<file path="src/rtl/bomberman_pkg.sv">
`default_nettype none
// +----------------------------------------------------------------------+
// | Package     : bomberman_pkg                                          |
// | Description : Shared constants, tile codes, controller state type    |
// |               and the default arena layout rule for the tile map.    |
// | Revision    : 1.0 - initial release                                  |
// +----------------------------------------------------------------------+
package bomberman_pkg;

  // Tile codes stored in the map
  localparam logic [2:0] TEX_EMPTY = 3'd0;
  localparam logic [2:0] TEX_WALL  = 3'd1;
  localparam logic [2:0] TEX_BRICK = 3'd2;
  localparam logic [2:0] TEX_BOMB  = 3'd3;
  localparam logic [2:0] TEX_FLAME = 3'd4;

  // Map geometry: 32x24 tiles of 32x32 pixels
  localparam int MAP_COLS  = 32;
  localparam int MAP_ROWS  = 24;
  localparam int TILE_LOG2 = 5;
  localparam int MAP_DEPTH = 768;
  localparam int ADDR_W    = 10;

  typedef enum logic [1:0] {
    INIT   = 2'd0,
    IDLE   = 2'd1,
    ACCESS = 2'd2,
    RESP   = 2'd3
  } map_state_e;

  // Default arena: solid border plus a pillar on every even/even cell.
  // The address is row*32+col, so the row sits in the upper five bits.
  function automatic logic [2:0] default_tile(input logic [ADDR_W-1:0] addr);
    logic [4:0] row;
    logic [4:0] col;
    row = addr[9:5];
    col = addr[4:0];
    if ((row == 5'd0) || (row == 5'(MAP_ROWS - 1)) ||
        (col == 5'd0) || (col == 5'(MAP_COLS - 1)) ||
        (!row[0] && !col[0])) begin
      return TEX_WALL;
    end
    return TEX_EMPTY;
  endfunction

endpackage
`default_nettype wire

</file>
<file path="src/rtl/tile_map_ram.sv">
`default_nettype none
// +----------------------------------------------------------------------+
// | Module      : tile_map_ram                                           |
// | Description : 768x3 dual-port tile store.                            |
// |               Port A: synchronous read (renderer).                   |
// |               Port B: synchronous read/write, read-first (controller)|
// | Ports       : clk                                                    |
// |               a_addr_i / a_rdata_o         render read port          |
// |               b_addr_i / b_we_i / b_wdata_i / b_rdata_o  shared port |
// | Revision    : 1.0 - initial release                                  |
// +----------------------------------------------------------------------+
module tile_map_ram
  import bomberman_pkg::*;
(
  input  logic              clk,
  input  logic [ADDR_W-1:0] a_addr_i,
  output logic [2:0]        a_rdata_o,
  input  logic [ADDR_W-1:0] b_addr_i,
  input  logic              b_we_i,
  input  logic [2:0]        b_wdata_i,
  output logic [2:0]        b_rdata_o
);

  logic [2:0] mem_q [MAP_DEPTH];

  // Both reads take the pre-write contents, so a same-cycle write to the
  // same address is seen as old data on either port.
  always_ff @(posedge clk) begin
    a_rdata_o <= mem_q[a_addr_i];
    b_rdata_o <= mem_q[b_addr_i];
    if (b_we_i) begin
      mem_q[b_addr_i] <= b_wdata_i;
    end
  end

endmodule
`default_nettype wire

</file>
<file path="src/rtl/tile_map_ctl.sv">
`default_nettype none
// +----------------------------------------------------------------------+
// | Module      : tile_map_ctl                                           |
// | Description : Owns the 32x24 tile map. Initialises the arena after   |
// |               reset, serves two game-logic requesters through a      |
// |               round-robin req/ack arbiter, and feeds the renderer    |
// |               with a per-pixel tile code plus bomb-blink inversion.  |
// | Ports       : clk, rst_n (async, active low)                         |
// |               hcount/vcount -> texture_number/inversion (1 cycle)    |
// |               vsync          blink timing                            |
// |               req/we/col/row/wdata 0,1 -> ack0/ack1, rdata           |
// |               init_done      map ready, requests served             |
// | Revision    : 1.0 - initial release                                  |
// +----------------------------------------------------------------------+
module tile_map_ctl
  import bomberman_pkg::TEX_BOMB, bomberman_pkg::TILE_LOG2,
         bomberman_pkg::MAP_DEPTH, bomberman_pkg::ADDR_W,
         bomberman_pkg::map_state_e, bomberman_pkg::INIT,
         bomberman_pkg::IDLE, bomberman_pkg::ACCESS, bomberman_pkg::RESP,
         bomberman_pkg::default_tile;
#(
  parameter int BLINK_FRAMES = 15,
  parameter int MAP_COLS     = 32,
  parameter int MAP_ROWS     = 24
) (
  input  logic        clk,
  input  logic        rst_n,
  input  logic [10:0] hcount,
  input  logic [10:0] vcount,
  input  logic        vsync,
  output logic [2:0]  texture_number,
  output logic        inversion,
  input  logic        req0,
  input  logic        we0,
  input  logic [4:0]  col0,
  input  logic [4:0]  row0,
  input  logic [2:0]  wdata0,
  input  logic        req1,
  input  logic        we1,
  input  logic [4:0]  col1,
  input  logic [4:0]  row1,
  input  logic [2:0]  wdata1,
  output logic        ack0,
  output logic        ack1,
  output logic [2:0]  rdata,
  output logic        init_done
);

  localparam int FCW = (BLINK_FRAMES > 1) ? $clog2(BLINK_FRAMES) : 1;

  map_state_e        state_q, state_d;
  logic [ADDR_W-1:0] init_cnt_q, init_cnt_d;
  logic              init_done_q, init_done_d;
  logic              last_grant_q, last_grant_d;
  logic              gnt_q, gnt_d;
  logic              we_q, we_d;
  logic [4:0]        row_q, row_d;
  logic [4:0]        col_q, col_d;
  logic [2:0]        wdata_q, wdata_d;
  logic [2:0]        rdata_q;

  logic              vsync_q;
  logic [FCW-1:0]    frame_cnt_q;
  logic              blink_q;
  logic              ren_valid_q;
  logic              ren_phase_q;

  logic              w_sel;
  logic              w_row_ok;
  logic [2:0]        w_resp_data;
  logic              w_ren_ok;
  logic [ADDR_W-1:0] w_a_addr;
  logic [2:0]        w_a_rdata;
  logic [ADDR_W-1:0] w_b_addr;
  logic              w_b_we;
  logic [2:0]        w_b_wdata;
  logic [2:0]        w_b_rdata;

  tile_map_ram u_ram (
    .clk       (clk),
    .a_addr_i  (w_a_addr),
    .a_rdata_o (w_a_rdata),
    .b_addr_i  (w_b_addr),
    .b_we_i    (w_b_we),
    .b_wdata_i (w_b_wdata),
    .b_rdata_o (w_b_rdata)
  );

  // ---------------------------------------------------------------------
  // Arbiter / init FSM
  // ---------------------------------------------------------------------
  // With both requesting, the one not served last wins; otherwise the
  // single active requester wins (req1 alone selects 1, req0 alone 0).
  assign w_sel    = (req0 && req1) ? ~last_grant_q : req1;
  assign w_row_ok = (row_q < 5'(MAP_ROWS));

  always_comb begin
    state_d      = state_q;
    init_cnt_d   = init_cnt_q;
    init_done_d  = init_done_q;
    last_grant_d = last_grant_q;
    gnt_d        = gnt_q;
    we_d         = we_q;
    row_d        = row_q;
    col_d        = col_q;
    wdata_d      = wdata_q;
    w_b_addr     = '0;
    w_b_we       = 1'b0;
    w_b_wdata    = '0;

    case (state_q)
      INIT: begin
        w_b_addr  = init_cnt_q;
        w_b_we    = 1'b1;
        w_b_wdata = default_tile(init_cnt_q);
        if (init_cnt_q == ADDR_W'(MAP_DEPTH - 1)) begin
          state_d     = IDLE;
          init_done_d = 1'b1;
        end else begin
          init_cnt_d = init_cnt_q + 1'b1;
        end
      end
      IDLE: begin
        if (req0 || req1) begin
          gnt_d        = w_sel;
          last_grant_d = w_sel;
          we_d         = w_sel ? we1    : we0;
          row_d        = w_sel ? row1   : row0;
          col_d        = w_sel ? col1   : col0;
          wdata_d      = w_sel ? wdata1 : wdata0;
          state_d      = ACCESS;
        end
      end
      ACCESS: begin
        // Off-map rows read address 0 and never write; the response
        // path zeroes their read data.
        w_b_addr  = w_row_ok ? {row_q, col_q} : '0;
        w_b_we    = we_q && w_row_ok;
        w_b_wdata = wdata_q;
        state_d   = RESP;
      end
      RESP: begin
        state_d = IDLE;
      end
      default: begin
        state_d = INIT;
      end
    endcase
  end

  // RAM data for the ACCESS cycle arrives during RESP, so rdata is taken
  // straight from it then and held in rdata_q afterwards.
  assign w_resp_data = (we_q || !w_row_ok) ? 3'd0 : w_b_rdata;

  always_ff @(posedge clk or negedge rst_n) begin
    if (!rst_n) begin
      state_q      <= INIT;
      init_cnt_q   <= '0;
      init_done_q  <= 1'b0;
      last_grant_q <= 1'b1;
      gnt_q        <= 1'b0;
      we_q         <= 1'b0;
      row_q        <= '0;
      col_q        <= '0;
      wdata_q      <= '0;
      rdata_q      <= '0;
    end else begin
      state_q      <= state_d;
      init_cnt_q   <= init_cnt_d;
      init_done_q  <= init_done_d;
      last_grant_q <= last_grant_d;
      gnt_q        <= gnt_d;
      we_q         <= we_d;
      row_q        <= row_d;
      col_q        <= col_d;
      wdata_q      <= wdata_d;
      if (state_q == RESP) begin
        rdata_q <= w_resp_data;
      end
    end
  end

  assign ack0      = (state_q == RESP) && !gnt_q;
  assign ack1      = (state_q == RESP) &&  gnt_q;
  assign rdata     = (state_q == RESP) ? w_resp_data : rdata_q;
  assign init_done = init_done_q;

  // ---------------------------------------------------------------------
  // Bomb blink: toggle phase every BLINK_FRAMES vsync rising edges
  // ---------------------------------------------------------------------
  always_ff @(posedge clk or negedge rst_n) begin
    if (!rst_n) begin
      vsync_q     <= 1'b0;
      frame_cnt_q <= '0;
      blink_q     <= 1'b0;
    end else begin
      vsync_q <= vsync;
      if (vsync && !vsync_q) begin
        if (frame_cnt_q == FCW'(BLINK_FRAMES - 1)) begin
          frame_cnt_q <= '0;
          blink_q     <= ~blink_q;
        end else begin
          frame_cnt_q <= frame_cnt_q + 1'b1;
        end
      end
    end
  end

  // ---------------------------------------------------------------------
  // Render path: RAM port A provides the registered tile; the in-range
  // flag and blink phase are registered alongside so all three line up.
  // ---------------------------------------------------------------------
  assign w_ren_ok = init_done_q &&
                    (hcount < 11'(MAP_COLS << TILE_LOG2)) &&
                    (vcount < 11'(MAP_ROWS << TILE_LOG2));
  assign w_a_addr = w_ren_ok ? {vcount[9:5], hcount[9:5]} : '0;

  always_ff @(posedge clk or negedge rst_n) begin
    if (!rst_n) begin
      ren_valid_q <= 1'b0;
      ren_phase_q <= 1'b0;
    end else begin
      ren_valid_q <= w_ren_ok;
      ren_phase_q <= blink_q;
    end
  end

  assign texture_number = ren_valid_q ? w_a_rdata : 3'd0;
  assign inversion      = ren_valid_q && ren_phase_q && (w_a_rdata == TEX_BOMB);

endmodule
`default_nettype wire

</file>
<file path="config.mk">
export PLATFORM = sky130hd
export DESIGN_NAME = tile_map_ctl
export DESIGN_NICKNAME = d
export VERILOG_FILES = /design/src/rtl/bomberman_pkg.sv /design/src/rtl/tile_map_ram.sv /design/src/rtl/tile_map_ctl.sv
export SDC_FILE = /design/constraint.sdc
export NUM_CORES = 2
export LEC_CHECK = 0
export CAP_MARGIN = 30
export CORE_MARGIN = 3
export CORE_UTILIZATION = 50
export CTS_CLUSTER_DIAMETER = 100
export CTS_CLUSTER_SIZE = 24
export DETAILED_ROUTE_END_ITERATION = 12
export HOLD_SLACK_MARGIN = 0.1
export PLACE_DENSITY = 0.76
export SLEW_MARGIN = 20
export SYNTH_ARGS = -nofsm -noshare
export SYNTH_HDL_FRONTEND = slang
export SYNTH_HIERARCHICAL = 1
export SYNTH_SLANG_ARGS = --single-unit
</file>
<file path="constraint.sdc">
create_clock -name clk -period 20.5 [get_ports clk]
set_input_delay 3.075 -clock clk [delete_from_list [all_inputs] [get_ports clk]]
set_output_delay 3.075 -clock clk [all_outputs]
set_load 0.05 [all_outputs]
</file>
== Word level (Yosys, flattened, before mapping) ==
Memory sizes are Yosys's and may differ from the RTL's. A register that Yosys moved wholly into a read port is not among the register bits.
Index checks and enable logic that the tools add are counted.

* Register bits: 40
* Memories kept: 1
* Bits of input ports: 55
* RAM bits: 2304
* Word-level logic and storage cells: 86

* Equality and inequality tests: 10
* $add $sub $neg: 2
* Reduce and logical (&&, ||, !) cells: 29
* Muxes and demuxes: 23
* Bitwise gates (word level): 3
* Magnitude comparators: 3

{| class="wikitable"
|+ Memories
! memory !! depth !! bits a word !! read ports !! clocked after memory_dff !! wr ports !! RTL line !! text
|-
| u_ram.mem_q || 768 || 3 || 2 || 2 || 1 || tile_map_ram.sv:24 || <nowiki>logic [2:0] mem_q [MAP_DEPTH];</nowiki>
|}

{| class="wikitable"
|+ Operator list
! cell !! number
|-
| 10-bit two-way mux || 2
|-
| 10-bit one-hot mux with 2 select lines || 1
|-
| 3-bit two-way mux || 6
|-
| 11-bit by 10-bit less-than comparator with 1-bit output, second input constant || 1
|-
| 11-bit less-than comparator, second input constant || 1
|-
| 10-bit by 1-bit adder with 10-bit output, second input constant || 1
|-
| 10-bit == test, second input constant || 1
|-
| 5-bit == test, second input constant || 2
|-
| 1-bit logical AND || 10
|-
| 5-bit logical NOT || 2
|-
| 5-bit two-way mux || 2
|-
| 2-bit AND reduction || 5
|-
| 2-bit one-hot mux with 4 select lines || 1
|-
| 1-bit logical OR || 6
|-
| 1-bit two-way mux || 6
|-
| 3-bit one-hot mux with 2 select lines || 1
|-
| 1-bit logical NOT || 5
|-
| 5-bit less-than comparator, second input constant || 1
|-
| 4-bit by 1-bit adder with 4-bit output, second input constant || 1
|-
| 2-bit == test, second input constant || 2
|-
| 4-bit == test, second input constant || 1
|-
| 2-bit two-way mux || 2
|-
| 4-bit two-way mux || 1
|-
| 2-bit != test, second input constant || 2
|-
| other kinds (5) || 7
|}

== Logic depth before layout (Yosys ltp) ==
* Depth after elaboration: 9
* Depth in mapped cells: 20

== By module ==
Netlist, hierarchy kept.

{| class="wikitable"
|+ Modules (own cells, without submodules)
! module !! times used !! area an instance (µm²) !! cells each !! sequential area each (µm²)
|-
| tile_map_ram || 1 || 110324.6 || 6169 || 69306.5
|-
| tile_map_ctl || 1 || 2255.9 || 225 || 1002.2
|}

== Worst setup path after synthesis ==
OpenSTA, ideal clock, no wires.

* Path type: register to register
* From: reg state_q[0]
* To: mem u_ram.mem_q[0][1] (data pin)
* Clock period less this slack: 12.477 ns
* Data arrival time: 10.283 ns
* Stages on the path, launching flop included: 4
* Path slack: 8.023 ns
* Path buffers: 0
* Cells stage by stage: dfrtp_1 inv_1 ha_1 and2_1

* Word-level cells in the longest chain between the ends: 2
* Elaborated cells on any way between the ends: 3

{| class="wikitable"
|+ RTL lines
! what !! RTL line !! text
|-
| start: declaration || tile_map_ctl.sv:51 || <nowiki>map_state_e state_q, state_d;</nowiki>
|-
| start signal: assignment || tile_map_ctl.sv:168 || <nowiki>state_q <= state_d;</nowiki>
|-
| 2-bit == test or 2-bit logical NOT (tied branches) || tile_map_ctl.sv:111 || <nowiki>case (state_q)</nowiki>
|-
| 3-bit one-hot mux with 2 select lines (*) || tile_map_ctl.sv:111 ||
|-
| named net w_b_wdata[1] || tile_map_ctl.sv:76 || <nowiki>logic [2:0] w_b_wdata;</nowiki>
|-
| end: declaration || tile_map_ram.sv:24 ||
|}

Mark *: on every way through the listed nets, which the timed path passes. The rest lies on a longest branch.

== Final worst setup path ==
* From: in vcount[8]
* To: reg u_ram.a_rdata_o[0], read port of u_ram.mem_q

* Word-level cells in the longest chain between the ends: 3

{| class="wikitable"
|+ RTL lines
! what !! RTL line !! text
|-
| start: declaration || tile_map_ctl.sv:29 || <nowiki>input logic [10:0] vcount,</nowiki>
|-
| 11-bit by 10-bit less-than comparator with 1-bit output || tile_map_ctl.sv:215 || <nowiki>(vcount < 11'(MAP_ROWS << TILE_LOG2));</nowiki>
|-
| 1-bit logical AND || tile_map_ctl.sv:214 || <nowiki>(hcount < 11'(MAP_COLS << TILE_LOG2)) &&</nowiki>
|-
| 10-bit two-way mux || tile_map_ctl.sv:216 || <nowiki>assign w_a_addr = w_ren_ok ? {vcount[9:5], hcount[9:5]} : '0;</nowiki>
|-
| named net w_a_addr[0] || tile_map_ctl.sv:72 || <nowiki>logic [ADDR_W-1:0] w_a_addr;</nowiki>
|-
| end: declaration || tile_map_ram.sv:17 || <nowiki>output logic [2:0] a_rdata_o,</nowiki>
|}

The timed path passes the listed nets, and every way through them passes these cells.
A chain may end at the register's enable or synchronous reset.

==> qor.yml <==
placed_design:
  place.port_buffers: 54
  dp.cells: 9059
  dpl.hpwl_um: 222800
  post-place-ws_ns: 10.07
  routabilityCongestion: 0.9470
cts:
  htree_levels: 3
  cts_buffers: 108
  post-cts-setup-buffers: 0
  clkLatencyLatePin_ns: 0.82
  cts_buffer_depth: 3
  cts_resized: 0
  cts_hold_buffers: 0
  clk_transition_reported_paths_ns: 0.10
  root_buffer: "clkbuf_16"
  cts_tree: "built"
  clock-sinks: 2350
route:
  drtAntennaViolNets: 0
  firstDrtPassIters: 10
  drtIter0Drc: 12960
  detail_route.wl_per_cell_um: 38.90
  drcViolationCount: 0
  wl_um: 360400
  via_per_inst: 7.532
  dr_total_vias: 69790
yosys:
  ys_types: 86
  ys_top_cells_by_area: "edfxtp_1 (61%), mux4_2 (22%), mux2i_1 (2.8%)"
  synth_area_mm2: 0.1126
  synth_top_area_share_pct: 61.46
  synth-seq-cells: 2350
  syn_inst: 6394
  ys_warn_count: 6
  synthesis.nets: 6457
  syn_avg_cell_area_um2: 17.61
  yosysTopAreaCell: "edfxtp_1"
  ys.flop_type: "edfxtp_1"
  synthArstFlopShare_pct: 1.702
  synth-edff-count: 2304
  yosysSeqAreaShare_pct: 62.45
cells_and_area:
  nNetsFinal: 6270
  syn2layout_area_growth_pct: 5.674
  drive_above_1_share_pct: 24.80
  finalNonFillerCells: 9265
  final_util_pct: 53.31
pwr:
  leakagePower_uw: 0.03432
  ir_drop_mv: 0.08546
  p_per_area_mw_per_mm2: 102.0
die:
  rows: 173
  fp.dieH_um: 480.5
  ioPinCount: 65
  core_mm2: 0.2232
  dieWidth_um: 480.5
  initial_core_util_pct: 50.45
  die_area_mm2: 0.2309
global_routing:
  grt-ovfl-total: 0
  grtUsageTotal_pct: 30.96
  grt_pass1_vias: 68430
  antenna_found_initial: 30
  grt_max_degree: 231
  grt_pass1_wl_um: 508400
setup_path:
  crit_type: "primary input to flip-flop"
  cp-start-kind: "primary input"
  cp_max_fo: 39
  required_ns: 21.19
  crit_arrival_ns: 10.17
  crit_path_end_kind: "flip-flop"
sta:
  setup_slack_ns: 11.02
  drv_slew: 0
  post-route-min-period_ns: 9.481
  finalClockSkew_ns: 0.06042
  worst_pin_slew_ns: 1.147
  rsz0062_at_grt: "false"
  final_hold_viol_count: 0
  period_share_pct: 46.25
  max-slew-margin-rel_pct: 23.28
  timing.fmax_mhz: 105.5
  setup_viol_count_final: 0
  fin_tns_setup_ns: 0
  hold_ws_ns: 0.4064
hold_path:
  hold_class: "flip-flop to flip-flop"
run_status:
  status: "complete, no violations"
job:
  maxCapViolCount: 0
==> sequential cells by signal, indices dropped and copies added, names as in the netlist <==
signal	cells
blink_q	1
col_q	5
frame_cnt_q	4
gnt_q	1
init_cnt_q	10
init_done	1
last_grant_q	1
rdata_q	3
ren_phase_q	1
ren_valid_q	1
row_q	5
state_q	2
u_ram/a_rdata_o	3
u_ram/b_rdata_o	3
u_ram/mem_q	2304
vsync_q	1
wdata_q	3
we_q	1
==> kinds of logic after synthesis <==
group / Yosys count / share of synthesized area (%)
xor+xnor: 3 / 0.02334
compound gates: 690 / 4.361
flops: 2350 / 62.45
mux: 1441 / 25.02
simple gates: 1312 / 4.985
buf+inv: 590 / 3.072
fa+ha+maj: 8 / 0.08891
==> worst paths after layout <==
kind / start / endpoint / slack, ns / cells after the start
setup / recovery: vcount[8] / u_ram/a_rdata_o[0]$_DFF_P_ / 11.02 / 15
hold / removal: blink_q$_DFFE_PN0P_ / ren_phase_q$_DFF_PN0_ / 0.41 / 0
setup reg to reg: state_q[0]$_DFFE_PN0P_ / u_ram/b_rdata_o[1]$_DFF_P_ / 12.52 / 15
hold reg to reg: blink_q$_DFFE_PN0P_ / ren_phase_q$_DFF_PN0_ / 0.41 / 0
max in group asynchronous: rst_n / blink_q$_DFFE_PN0P_ / 17.75 / 2
min in group asynchronous: rst_n / col_q[1]$_DFFE_PN0P_ / 2.23 / 1
==> metrics by stage <==
step                      area [um2]  power (uW)
final                         119000       12140
after floorplan               112600        8665
after global placement        115300        9498
after CTS                     118600       11970
after detailed placement      115600        9578
after global routing          118900       12380
==> critical path, stage by stage <==
cell and delay (ns):
clkdlybuf4s50_1 0.44, a2111oi_2 0.55, buf_4 0.25, and2_4 0.62
buf_4 0.59, buf_4 0.66, buf_4 0.41, buf_16 0.31
buf_4 0.63, mux4_2 0.59, a22o_1 0.27, a221oi_1 0.65
o21ai_0 0.16, o311ai_1 0.63, nand3_1 0.14
==> layout make-up <==
cell class | count | area (um2)
inverters | 20 | 82.58
well taps | 2975 | 3722
repair buffers | 273 | 2613
clock buffers | 151 | 2907
multi-input cells | 3454 | 39140
fillers | 16940 | 104200
flip-flops and latches | 2350 | 70310
diodes | 35 | 87.58
clock inverters | 7 | 107.6
==> cell usage after synthesis (all sizes together) (54+ instances only) <==
cell	instances
a21oi	84
a22oi	198
buf	315
clkbuf	255
edfxtp	2304
mux2i	316
mux4	1095
nand2	194
nand4	54
nor2	836
o21ai	80
o221ai	61
o22ai	86
==> where the power goes <==
group	internal, uW	switching (uW)	total, uW
Clock	1010	1490	2490
Sequential	5760	48.5	5810
Combinational	1300	2540	3840
==> per-layer routing <==
metal / track usage (%) / part of all wire [%] / wire (um) / vias to the layer above
li1: - / - / - / 26120
met3: 12.41 / 17 / 61280 / 1368
met2: 44.66 / 44 / 158200 / 6802
met4: 19.16 / 7.5 / 26920 / 10
met5: 0.2486 / 0.035 / 125 / -
met1: 39.31 / 32 / 113900 / 35490
==> cells in the final DEF (no fill, tap or decap), drive strengths merged, types with 53 or more instances in the layout <==
cell	netlist	final
edfxtp	2304	2304
mux4	1095	1095
nor2	836	836
mux2i	316	316
buf	315	219
a22oi	198	198
nand2	194	194
clkbuf	255	152
o22ai	86	86
a21oi	84	84
o21ai	80	80
o221ai	61	61
nand4	54	54
clkdlybuf4s50	0	53
Note: power is estimated with default switching activity, not from simulation.
